File: src/rtl/fft_pkg.sv
// Shared definitions for the FFT pipeline blocks (frame sequencer, fft core, fft_spi_out).
// Holds the frame-sequencer state encoding, the default FFT geometry and an address-width
// helper so every block sizes its sample address the same way.
package fft_pkg;

  // Encodings are fixed so they stay stable if ever exported on a debug bus.
  typedef enum logic [1:0] {
    StIdle    = 2'd0,
    StLoad    = 2'd1,
    StCompute = 2'd2,
    StOutput  = 2'd3
  } fft_state_e;

  localparam int unsigned FftN       = 16;
  localparam int unsigned FftDw      = 16;
  localparam int unsigned FftTimeout = 65535;

  // Width of a sample address for an n-point FFT; never narrower than one bit.
  function automatic int unsigned addr_w(input int unsigned n);
    return (n > 1) ? $clog2(n) : 1;
  endfunction

endpackage

File: src/rtl/fft_watchdog.sv
// Loadable up-counter with synchronous clear, count enable and expiry flag.
//   clk_i       system clock
//   rst_i       synchronous active-high reset
//   clear_i     force the count to zero (highest priority)
//   load_i      load load_val_i into the count
//   load_val_i  value for load_i
//   en_i        count one per cycle while high
//   expired_o   high in the cycle whose increment would make the count reach TIMEOUT
module fft_watchdog #(
  parameter int unsigned TIMEOUT = 65535
) (
  input  logic                         clk_i,
  input  logic                         rst_i,
  input  logic                         clear_i,
  input  logic                         load_i,
  input  logic [$clog2(TIMEOUT+1)-1:0] load_val_i,
  input  logic                         en_i,
  output logic                         expired_o
);

  localparam int unsigned CntW = $clog2(TIMEOUT + 1);

  logic [CntW-1:0] cnt_q;
  logic            at_last;

  // Flagging one count early lets a registered consumer react on exactly the
  // TIMEOUT-th enabled cycle.
  assign at_last   = (cnt_q == CntW'(TIMEOUT - 1));
  assign expired_o = en_i && at_last;

  always_ff @(posedge clk_i) begin
    if (rst_i) begin
      cnt_q <= '0;
    end else if (clear_i) begin
      cnt_q <= '0;
    end else if (load_i) begin
      cnt_q <= load_val_i;
    end else if (en_i && !at_last) begin
      cnt_q <= cnt_q + CntW'(1);
    end
  end

endmodule

File: src/rtl/fft_frame_ctrl.sv
// Frame sequencer for the FFT pipeline. Collects N ADC samples and writes them into the
// fft core, waits for fft_finish, kicks fft_spi_out and waits for its transfer to drain.
//   clk_i, rst_i          clock, synchronous active-high reset
//   start_i               begin a frame (IDLE only)
//   continuous_i          auto-restart after each frame, sampled at end of OUTPUT
//   sample_valid_i/data_i ADC sample stream
//   insert_data_o/addr_o/data_out_o  write port into the fft core
//   fft_finish_i          fft done pulse
//   spi_start_o/spi_busy_i  handshake with fft_spi_out
//   busy_o, frame_count_o, overrun_o, timeout_err_o  status
// All outputs are registered.
module fft_frame_ctrl
  import fft_pkg::*;
#(
  parameter int unsigned N       = FftN,
  parameter int unsigned DW      = FftDw,
  parameter int unsigned TIMEOUT = FftTimeout
) (
  input  logic                 clk_i,
  input  logic                 rst_i,
  input  logic                 start_i,
  input  logic                 continuous_i,
  input  logic                 sample_valid_i,
  input  logic [DW-1:0]        sample_data_i,
  output logic                 insert_data_o,
  output logic [addr_w(N)-1:0] addr_o,
  output logic [DW-1:0]        data_out_o,
  input  logic                 fft_finish_i,
  output logic                 spi_start_o,
  input  logic                 spi_busy_i,
  output logic                 busy_o,
  output logic [15:0]          frame_count_o,
  output logic                 overrun_o,
  output logic                 timeout_err_o
);

  localparam int unsigned AddrW = addr_w(N);
  localparam int unsigned CntW  = $clog2(TIMEOUT + 1);

  fft_state_e       state_q;
  logic [AddrW-1:0] idx_q;
  logic [AddrW-1:0] addr_q;
  logic [DW-1:0]    data_out_q;
  logic             insert_q;
  logic             spi_start_q;
  logic             busy_q;
  logic [15:0]      frame_count_q;
  logic             overrun_q;
  logic             timeout_err_q;
  logic             seen_busy_q;

  logic wd_en;
  logic wd_clear;
  logic wd_expired;

  // Counter runs only in COMPUTE/OUTPUT; holding it clear elsewhere and on the
  // COMPUTE->OUTPUT edge makes it read zero on the first cycle of either state.
  always_comb begin
    wd_en    = (state_q == StCompute) || (state_q == StOutput);
    wd_clear = !wd_en || ((state_q == StCompute) && fft_finish_i);
  end

  fft_watchdog #(
    .TIMEOUT(TIMEOUT)
  ) u_watchdog (
    .clk_i     (clk_i),
    .rst_i     (rst_i),
    .clear_i   (wd_clear),
    .load_i    (1'b0),
    .load_val_i({CntW{1'b0}}),
    .en_i      (wd_en),
    .expired_o (wd_expired)
  );

  always_ff @(posedge clk_i) begin
    if (rst_i) begin
      state_q       <= StIdle;
      idx_q         <= '0;
      addr_q        <= '0;
      data_out_q    <= '0;
      insert_q      <= 1'b0;
      spi_start_q   <= 1'b0;
      busy_q        <= 1'b0;
      frame_count_q <= '0;
      overrun_q     <= 1'b0;
      timeout_err_q <= 1'b0;
      seen_busy_q   <= 1'b0;
    end else begin
      insert_q    <= 1'b0;
      spi_start_q <= 1'b0;

      // A sample outside LOAD is dropped; only a streaming capture treats it as a gap.
      // Placed before the case so a start in IDLE clears it on the same edge.
      if (sample_valid_i && (state_q != StLoad) && continuous_i) begin
        overrun_q <= 1'b1;
      end

      unique case (state_q)
        StIdle: begin
          if (start_i) begin
            state_q       <= StLoad;
            busy_q        <= 1'b1;
            idx_q         <= '0;
            overrun_q     <= 1'b0;
            timeout_err_q <= 1'b0;
          end
        end

        StLoad: begin
          if (sample_valid_i) begin
            data_out_q <= sample_data_i;
            addr_q     <= idx_q;
            insert_q   <= 1'b1;
            idx_q      <= idx_q + AddrW'(1);
            if (idx_q == AddrW'(N - 1)) begin
              state_q <= StCompute;
            end
          end
        end

        StCompute: begin
          if (wd_expired) begin
            state_q       <= StIdle;
            busy_q        <= 1'b0;
            timeout_err_q <= 1'b1;
          end else if (fft_finish_i) begin
            state_q     <= StOutput;
            spi_start_q <= 1'b1;
            seen_busy_q <= 1'b0;
          end
        end

        StOutput: begin
          if (wd_expired) begin
            state_q       <= StIdle;
            busy_q        <= 1'b0;
            timeout_err_q <= 1'b1;
          end else if (spi_busy_i) begin
            seen_busy_q <= 1'b1;
          end else if (seen_busy_q) begin
            // Transfer drained: frame complete.
            frame_count_q <= frame_count_q + 16'd1;
            if (continuous_i) begin
              state_q <= StLoad;
              idx_q   <= '0;
            end else begin
              state_q <= StIdle;
              busy_q  <= 1'b0;
            end
          end
        end

        default: begin
          state_q <= StIdle;
          busy_q  <= 1'b0;
        end
      endcase
    end
  end

  assign insert_data_o = insert_q;
  assign addr_o        = addr_q;
  assign data_out_o    = data_out_q;
  assign spi_start_o   = spi_start_q;
  assign busy_o        = busy_q;
  assign frame_count_o = frame_count_q;
  assign overrun_o     = overrun_q;
  assign timeout_err_o = timeout_err_q;

endmodule

File: config.mk
export PLATFORM = sky130hd
export DESIGN_NAME = fft_frame_ctrl
export DESIGN_NICKNAME = d
export VERILOG_FILES = /design/src/rtl/fft_pkg.sv /design/src/rtl/fft_watchdog.sv /design/src/rtl/fft_frame_ctrl.sv
export SDC_FILE = /design/constraint.sdc
export NUM_CORES = 1
export LEC_CHECK = 0
export CAP_MARGIN = 0
export CORE_AREA = 3 3 90 92
export CTS_CLUSTER_DIAMETER = 200
export DETAILED_ROUTE_END_ITERATION = 8
export DIE_AREA = 0 0 93 95
export GPL_TIMING_DRIVEN = 0
export PLACE_DENSITY = 0.79
export RECOVER_POWER = 50
export SKIP_LAST_GASP = 1
export SLEW_MARGIN = 5
export SYNTH_ARGS = -nofsm -noshare
export SYNTH_HDL_FRONTEND = slang
export SYNTH_HIERARCHICAL = 1
export SYNTH_SLANG_ARGS = --single-unit
File: constraint.sdc
create_clock -name clk_i -period 2.16 [get_ports clk_i]
set_input_delay 0.432 -clock clk_i [delete_from_list [all_inputs] [get_ports clk_i]]
set_output_delay 0.432 -clock clk_i [all_outputs]
set_load 0.01 [all_outputs]
==> results.yml, run 1 <==
power:
  p_switching_uw: 670
  p_leak_uw: 0.00145
  seqPwrFrac_pct: 46.0
  power.share.clock_pct: 43.2
  intPower_uw: 2010
  peakVddDrop_v: 0.000279
  p_sw_share_pct: 25.0
  combinationalPowerShare_pct: 10.8
  totalPowerFinal_uw: 2680
  p_per_area_nw_per_um2: 651
floorplanning:
  start_util_pct: 40.5
  num_rows: 31
  die-area_um2: 8840
  die_width_um: 93
  core_area_um2: 7290
  io_pins: 64
  chipHeight_um: 95
worst_setup_path:
  crit_fanout: 5
  cp.required_ns: 2.36
  path_class: "register to register"
  crit_path_end_kind: "register"
  arrival_ns: 2.31
  startpoint_type: "register"
  cp-startpoint: "u_watchdog/cnt_q[0]"
  r2r_start: "u_watchdog/cnt_q[0]"
synth:
  postSynthAreaPerCell_um2: 8.14
  yosysTopAreaCell: "dfxtp_1"
  synth-edff-count: 0
  synth_area_um2: 2960
  synth_top_flop_cell: "dfxtp_1"
  yosysMostFrequentCell: "dfxtp_1"
  synth.top_cell.area_share_pct: 43.4
  synthDistinctLibCells: 51
  yosys_warnings: 6
  ys_ff_latch: 64
  yosysSeqAreaShare_pct: 43.4
  async_reset_ff_share_pct: 0
  synthTopCellsByCount: "64 x dfxtp_1, 57 x nand2_1, 52 x a21oi_1, 25 x nor2_1, 21 x o21ai_0"
  synth_area_leaders: "dfxtp_1 43%, a21oi_1 8.8%, nand2_1 7.2%"
  syn_inst: 363
grt:
  grt_overflow: 0
  grt_pass1_wl_um: 13200
  grt_use_total_pct: 18.6
  grt_max_degree: 14
  grt_antenna_before_repair: 0
  grt_pass1_vias: 2820
sta:
  fmax_ghz: 0.476
  finalCritPeriodShare_pct: 97.3
  report.final.slew_viol_count: 0
  setup_viol: 0
  worst_slack_ns: 0.0584
  clock_skew_ns: 0.00974
  fin_setup_tns_ns: 0
  fin_crit_ns: 2.10
  slew_headroom_pct: 61.1
  holdWs_ns: 0.456
  worstMarginPinSlew_ns: 0.584
  hold_viol: 0
  rsz0062_at_grt: "yes"
finish:
  antenna_cells: 0
  fin_area_um2: 4110
  final_nets: 484
  drive_gt1_share_pct: 12.3
  regArea_um2: 1300
  fillers: 676
  multi_input_area_um2: 1690
  area_growth_pct: 39.2
placement:
  dp_hpwl_um: 5450
  post-place-ws_ns: -0.321
  io_buffers: 63
  place_congestion: 0.846
  postPlaceCellArea_um2: 3790
clock_network:
  cts_buffer_depth: 2
  cts-root-buf: "clkbuf_8"
  htreeDepth: 3
  clkTransAtPathRegs_ns: 0.07
  cts_hold_buf: 0
  cts-buffers-inserted: 9
  clkSinkCount: 64
  clock_latency_ns: 0.34
  cts_tree: "yes"
hold_path:
  hold_path_class: "register to register"
  hp-start: "data_out_o[7]"
routing:
  drc: 0
  ant_nets: 0
  finalWirelength_um: 7610
  post_drt_wl_per_cell_um: 13.6
  drtIter0Drc: 116
  vias: 2830
  viasPerCell: 5.04
  dr.pass1.iters: 4
outcome:
  status: "complete, no violations"
flow_run:
  max_cap_violations: 0
## kinds of logic (layout without fill, tap and decap cells)
logic type                 count (synthesis)  count (layout)  synth area share [%]
AOI/OAI and AO/OA                         91              91                  17.5
xor gates and xnor gates                  19              19                  5.63
adders and majority gates                  4               4                  1.69
buffers and inverters                     29             111                  4.11
DFF                                       64              64                  43.4
muxes                                      2               2                 0.762
other                                      1              18                 0.127
and+or+nand+nor                          153             153                  26.8
## layout by cell type, fill, tap and decap left out, drive strengths merged, types with 3 or more instances in the layout
cell type,n
dfxtp,64
nand2,57
clkdlybuf4s50,56
a21oi,52
nor2,25
o21ai,22
clkbuf,20
conb,18
xnor2,13
buf,12
nand3,11
inv,11
nand4,11
nor3,9
or3,7
dlygate4sd3,7
and4,6
xor2,6
nand2b,5
and3,4
ha,4
nor4,4
nand3b,3
## cell type report
cell class | count | share of cell area (%)
plain buffers | 18 | 1.89
clock buffers | 9 | 3.01
clock inverters | 7 | 2.49
inverters | 9 | 0.821
multi-input cells | 287 | 41.0
flip-flops and latches | 64 | 31.5
well taps | 99 | 3.01
repair buffers | 68 | 16.2
## state kept, by name, indices dropped and copies added, names as in the netlist
register,flops
spi_start_o,1
overrun_o,1
data_out_o,16
seen_busy_q,1
state_q,2
busy_o,1
timeout_err_o,1
insert_data_o,1
addr_o,4
frame_count_o,16
u_watchdog/cnt_q,16
idx_q,4
## what timing repair did
item	CTS	global route
setup endpoints to repair	19	26
resized for setup	11	12
pin swaps	6	4
buffers inserted	5	0
## worst max-delay path, stage by stage, from the launching register on
cell	delay, ns
dfxtp_2	0.33
inv_2	0.07
ha_4	0.13
nand4_1	0.10
or4_4	0.47
nor2_4	0.19
and4bb_2	0.28
and4_1	0.20
xnor2_1	0.15
nor2_1	0.06
## metal layers
metal  vias up  routed length, um  global-route usage (%)
li1       1447                  -                       -
met1      1293               3170                    22.3
met2        75               3890                    32.8
met3        15                437                    3.82
met4         0                121                    6.84
met5         -                  0                       0
## per-stage QoR
stage / utilization (%) / instances
finish: 56.4 / 561
global route: 56.4 / 561
CTS: 56.0 / 561
detailed placement: 51.9 / 542
global placement: 51.9 / 542
floorplan: - / 380
## worst paths after layout
kind | depth (start not counted) | to | slack (ns)
max | 9 | frame_count_o[5] | 0.06
min reg2reg | 2 | data_out_o[7] | 0.46
max reg2reg | 9 | frame_count_o[5] | 0.06
min | 2 | data_out_o[7] | 0.46
## power by group through the flow
stage	Clock [uW]	Combinational, uW	Sequential [uW]
5_1_grt	1240	322	1240
3_5_place_dp	0	280	1260
4_1_cts	1180	286	1230
2_1_floorplan	0	136	1270
3_3_place_gp	0	274	1260
6_report	1160	289	1230
Note: power is estimated with default switching activity, not from simulation.
==> inputs of run 2 (changes only) <==
- ABC_AREA: default -> 1
- CORE_AREA: 3 3 90 92 -> 3 3 99 101
- DIE_AREA: 0 0 93 95 -> 0 0 102 104
- PLACE_DENSITY: 0.79 -> 0.77
==> run 2 against run 1 <==
  * Synthesized cell count rose by 48%
  * Hold slack better by 0.0096 ns
  * Critical path depth rose by 1
  * First-iteration DRC count grew 43%
  * Register-to-register slack better by 0.11 ns
  * Via count rose by 26%
  * Largest power group unchanged
  * Critical endpoint is now u_watchdog/cnt_q[3]
  * Sequential share of layout area decreased by 3.9 points
  * Global-route usage down 0.90 points
  * Fmax is 5.7% higher
  * Clock power hardly changed
==> results.yml, run 2 <==
finish:
  final_util_pct: 50.9
  multi_input_area_um2: 2040
  fillers: 913
  final_common_cell: "nand2_1"
  area_growth_pct: 29.6
  final_cell_mix: "168 x nand2_1, 69 x nor2_1, 63 x dfxtp_1, 50 x inv_1, 46 x nand3_1"
  antenna_cells: 0
  final_nets: 657
  drive_gt1_share_pct: 10.6
  regArea_um2: 1280
worst_setup_path:
  crit_path_end_kind: "register"
  crit_slowest_cell: "o21ai_1"
  path_buf_inv: 3
  crit_top_cell: "inv_1"
  ff2ff_setup_slack_ns: 0.17
  path_class: "register to register"
  startpoint_type: "register"
  path_cells: "inv_1 -> ha_1 -> inv_1 -> nor2_1 -> nand2_1 -> o21ai_1 -> nand2_4 -> buf_6 -> nand2_2 -> a21oi_2"
  slowest_delay_ns: 0.55
  arrival_ns: 2.19
  crit_fanout: 10
  cp.required_ns: 2.36
  cpLargestDelayFamily: "compound AO/OA/AOI/OAI gates"
synth:
  synth-compound-area-share_pct: 10.1
  yosys.area_share.adder_pct: 1.40
  synth_top_flop_cell: "dfxtp_1"
  yosysMostFrequentCell: "nand2_1"
  postSynthAreaPerCell_um2: 6.66
  synth.top_cell.area_share_pct: 35.8
  ys_ff_latch: 64
  async_reset_ff_share_pct: 0
  yosys_warnings: 6
  synthMuxAreaShare_pct: 0
  synth-edff-count: 0
  synth_top_family_by_area: "simple AND/OR/NAND/NOR gates"
  synthSimpleGateAreaFrac_pct: 42.5
  yosysTopAreaCell: "dfxtp_1"
  yosys.area_share.xor_xnor_pct: 1.22
  synth_area_um2: 3580
  synthTopCellsByCount: "167 x nand2_1, 68 x nor2_1, 64 x dfxtp_1, 50 x inv_1, 46 x nand3_1"
  syn_inst: 537
  yosysSeqAreaShare_pct: 35.8
  synthDistinctLibCells: 37
  synth_area_leaders: "dfxtp_1 36%, nand2_1 18%, nor2_1 7.1%"
power:
  p_per_area_nw_per_um2: 743
  peakVddDrop_v: 0.000446
  p_leak_uw: 0.00204
clock_network:
  cts_tree: "yes"
  clkTransAtPathRegs_ns: 0.08
  cts-buffers-inserted: 9
  cts-root-buf: "clkbuf_8"
  clkSinkCount: 64
  htreeDepth: 3
  clock_latency_ns: 0.34
  cts_buffer_depth: 2
floorplanning:
  start_util_pct: 39.3
  io_pins: 64
  num_rows: 35
  die_width_um: 102
  core_area_um2: 9110
  die-area_um2: 10600
  chipHeight_um: 104
routing:
  post_drt_wl_per_cell_um: 11.8
  ant_nets: 0
  dr.pass1.iters: 4
  viasPerCell: 4.79
  finalWirelength_um: 8810
  vias: 3573
  drtIter0Drc: 166
  drc: 0
placement:
  io_buffers: 63
  dp_hpwl_um: 6660
  post-place-ws_ns: -0.208
  place_congestion: 0.923
sta:
  fin_crit_ns: 1.99
  slew_headroom_pct: 53.8
  fmax_ghz: 0.503
  worst_slack_ns: 0.171
  hold_viol: 0
  rsz0062_at_grt: "no"
  clock_skew_ns: 0.00853
  fin_setup_tns_ns: 0
  setup_viol: 0
  finalCritPeriodShare_pct: 92.1
  report.final.slew_viol_count: 0
  worstMarginPinSlew_ns: 0.692
grt:
  grt_pass1_vias: 3472
  grt_antenna_before_repair: 0
  grt_use_total_pct: 17.7
  grt_max_degree: 14
  grt_pass1_wl_um: 15500
  grt_overflow: 0
hold_path:
  hold_path_class: "register to register"
outcome:
  status: "complete, no violations"
flow_run:
  max_cap_violations: 0
-- run 2: layer usage --
metal	track usage [%]	up-vias	part of all wire (%)
met5	0	-	0
met4	6.37	0	1.4
met3	4.96	11	7.3
met2	27.9	104	46
met1	22.9	1590	45
li1	-	1868	-
-- run 2: cell type report --
class / count / share of cell area [%]
multi-input cells: 420 / 44.0
flip-flops and latches: 64 / 27.7
repair buffers: 64 / 13.8
inverters: 54 / 4.48
well taps: 111 / 3.00
clock buffers: 9 / 2.67
plain buffers: 17 / 2.27
clock inverters: 7 / 2.21
-- run 2: cell families (layout without fill, tap and decap cells) --
kind of cell / count (synthesis) / count (layout)
other: 1 / 19
adders and majority gates: 4 / 4
xor gates and xnor gates: 5 / 5
DFF: 64 / 64
AOI/OAI and AO/OA: 61 / 61
buffers and inverters: 71 / 151
and+or+nand+nor: 331 / 331
-- run 2: path summary, 6_finish.rpt --
check,start,to,depth (start not counted)
max,u_watchdog/cnt_q[0],u_watchdog/cnt_q[3],10
min,addr_o[1],addr_o[1],2
max reg2reg,u_watchdog/cnt_q[0],u_watchdog/cnt_q[3],10
min reg2reg,addr_o[1],addr_o[1],2
-- run 2: power breakdown --
| part | leakage, uW | switching [uW] | internal [uW] |
|---|---|---|---|
| clock network | 0.000110 | 508 | 661 |
| logic | 0.00141 | 538 | 351 |
| registers | 0.000519 | 90.9 | 1300 |
-- run 2: worst register-to-register path: cells and delay by family, from the launching register on --
kind	cells	cell delay [ns]
AOI/OAI and AO/OA	2	0.60
adders and majority gates	1	0.15
buffers and inverters	3	0.35
DFF	1	0.35
and+or+nand+nor	4	0.41
-- run 2: timing repair --
item                       CTS  global route
setup endpoints to repair   22            22
hold buffers                 0             0
pin swaps                    0             1
resized for setup            1             4
setup buffers                0             1
cloned                       0             0
-- run 2: per-stage QoR --
step	instance area, um2	total power [uW]	instances	hold WS, ns
after floorplan	3640	2020	555	0.476
after global placement	4410	2310	729	0.451
after detailed placement	4410	2340	729	0.456
after CTS	4650	3530	745	0.467
after global routing	4640	3660	746	0.487
final	4640	3450	746	0.465
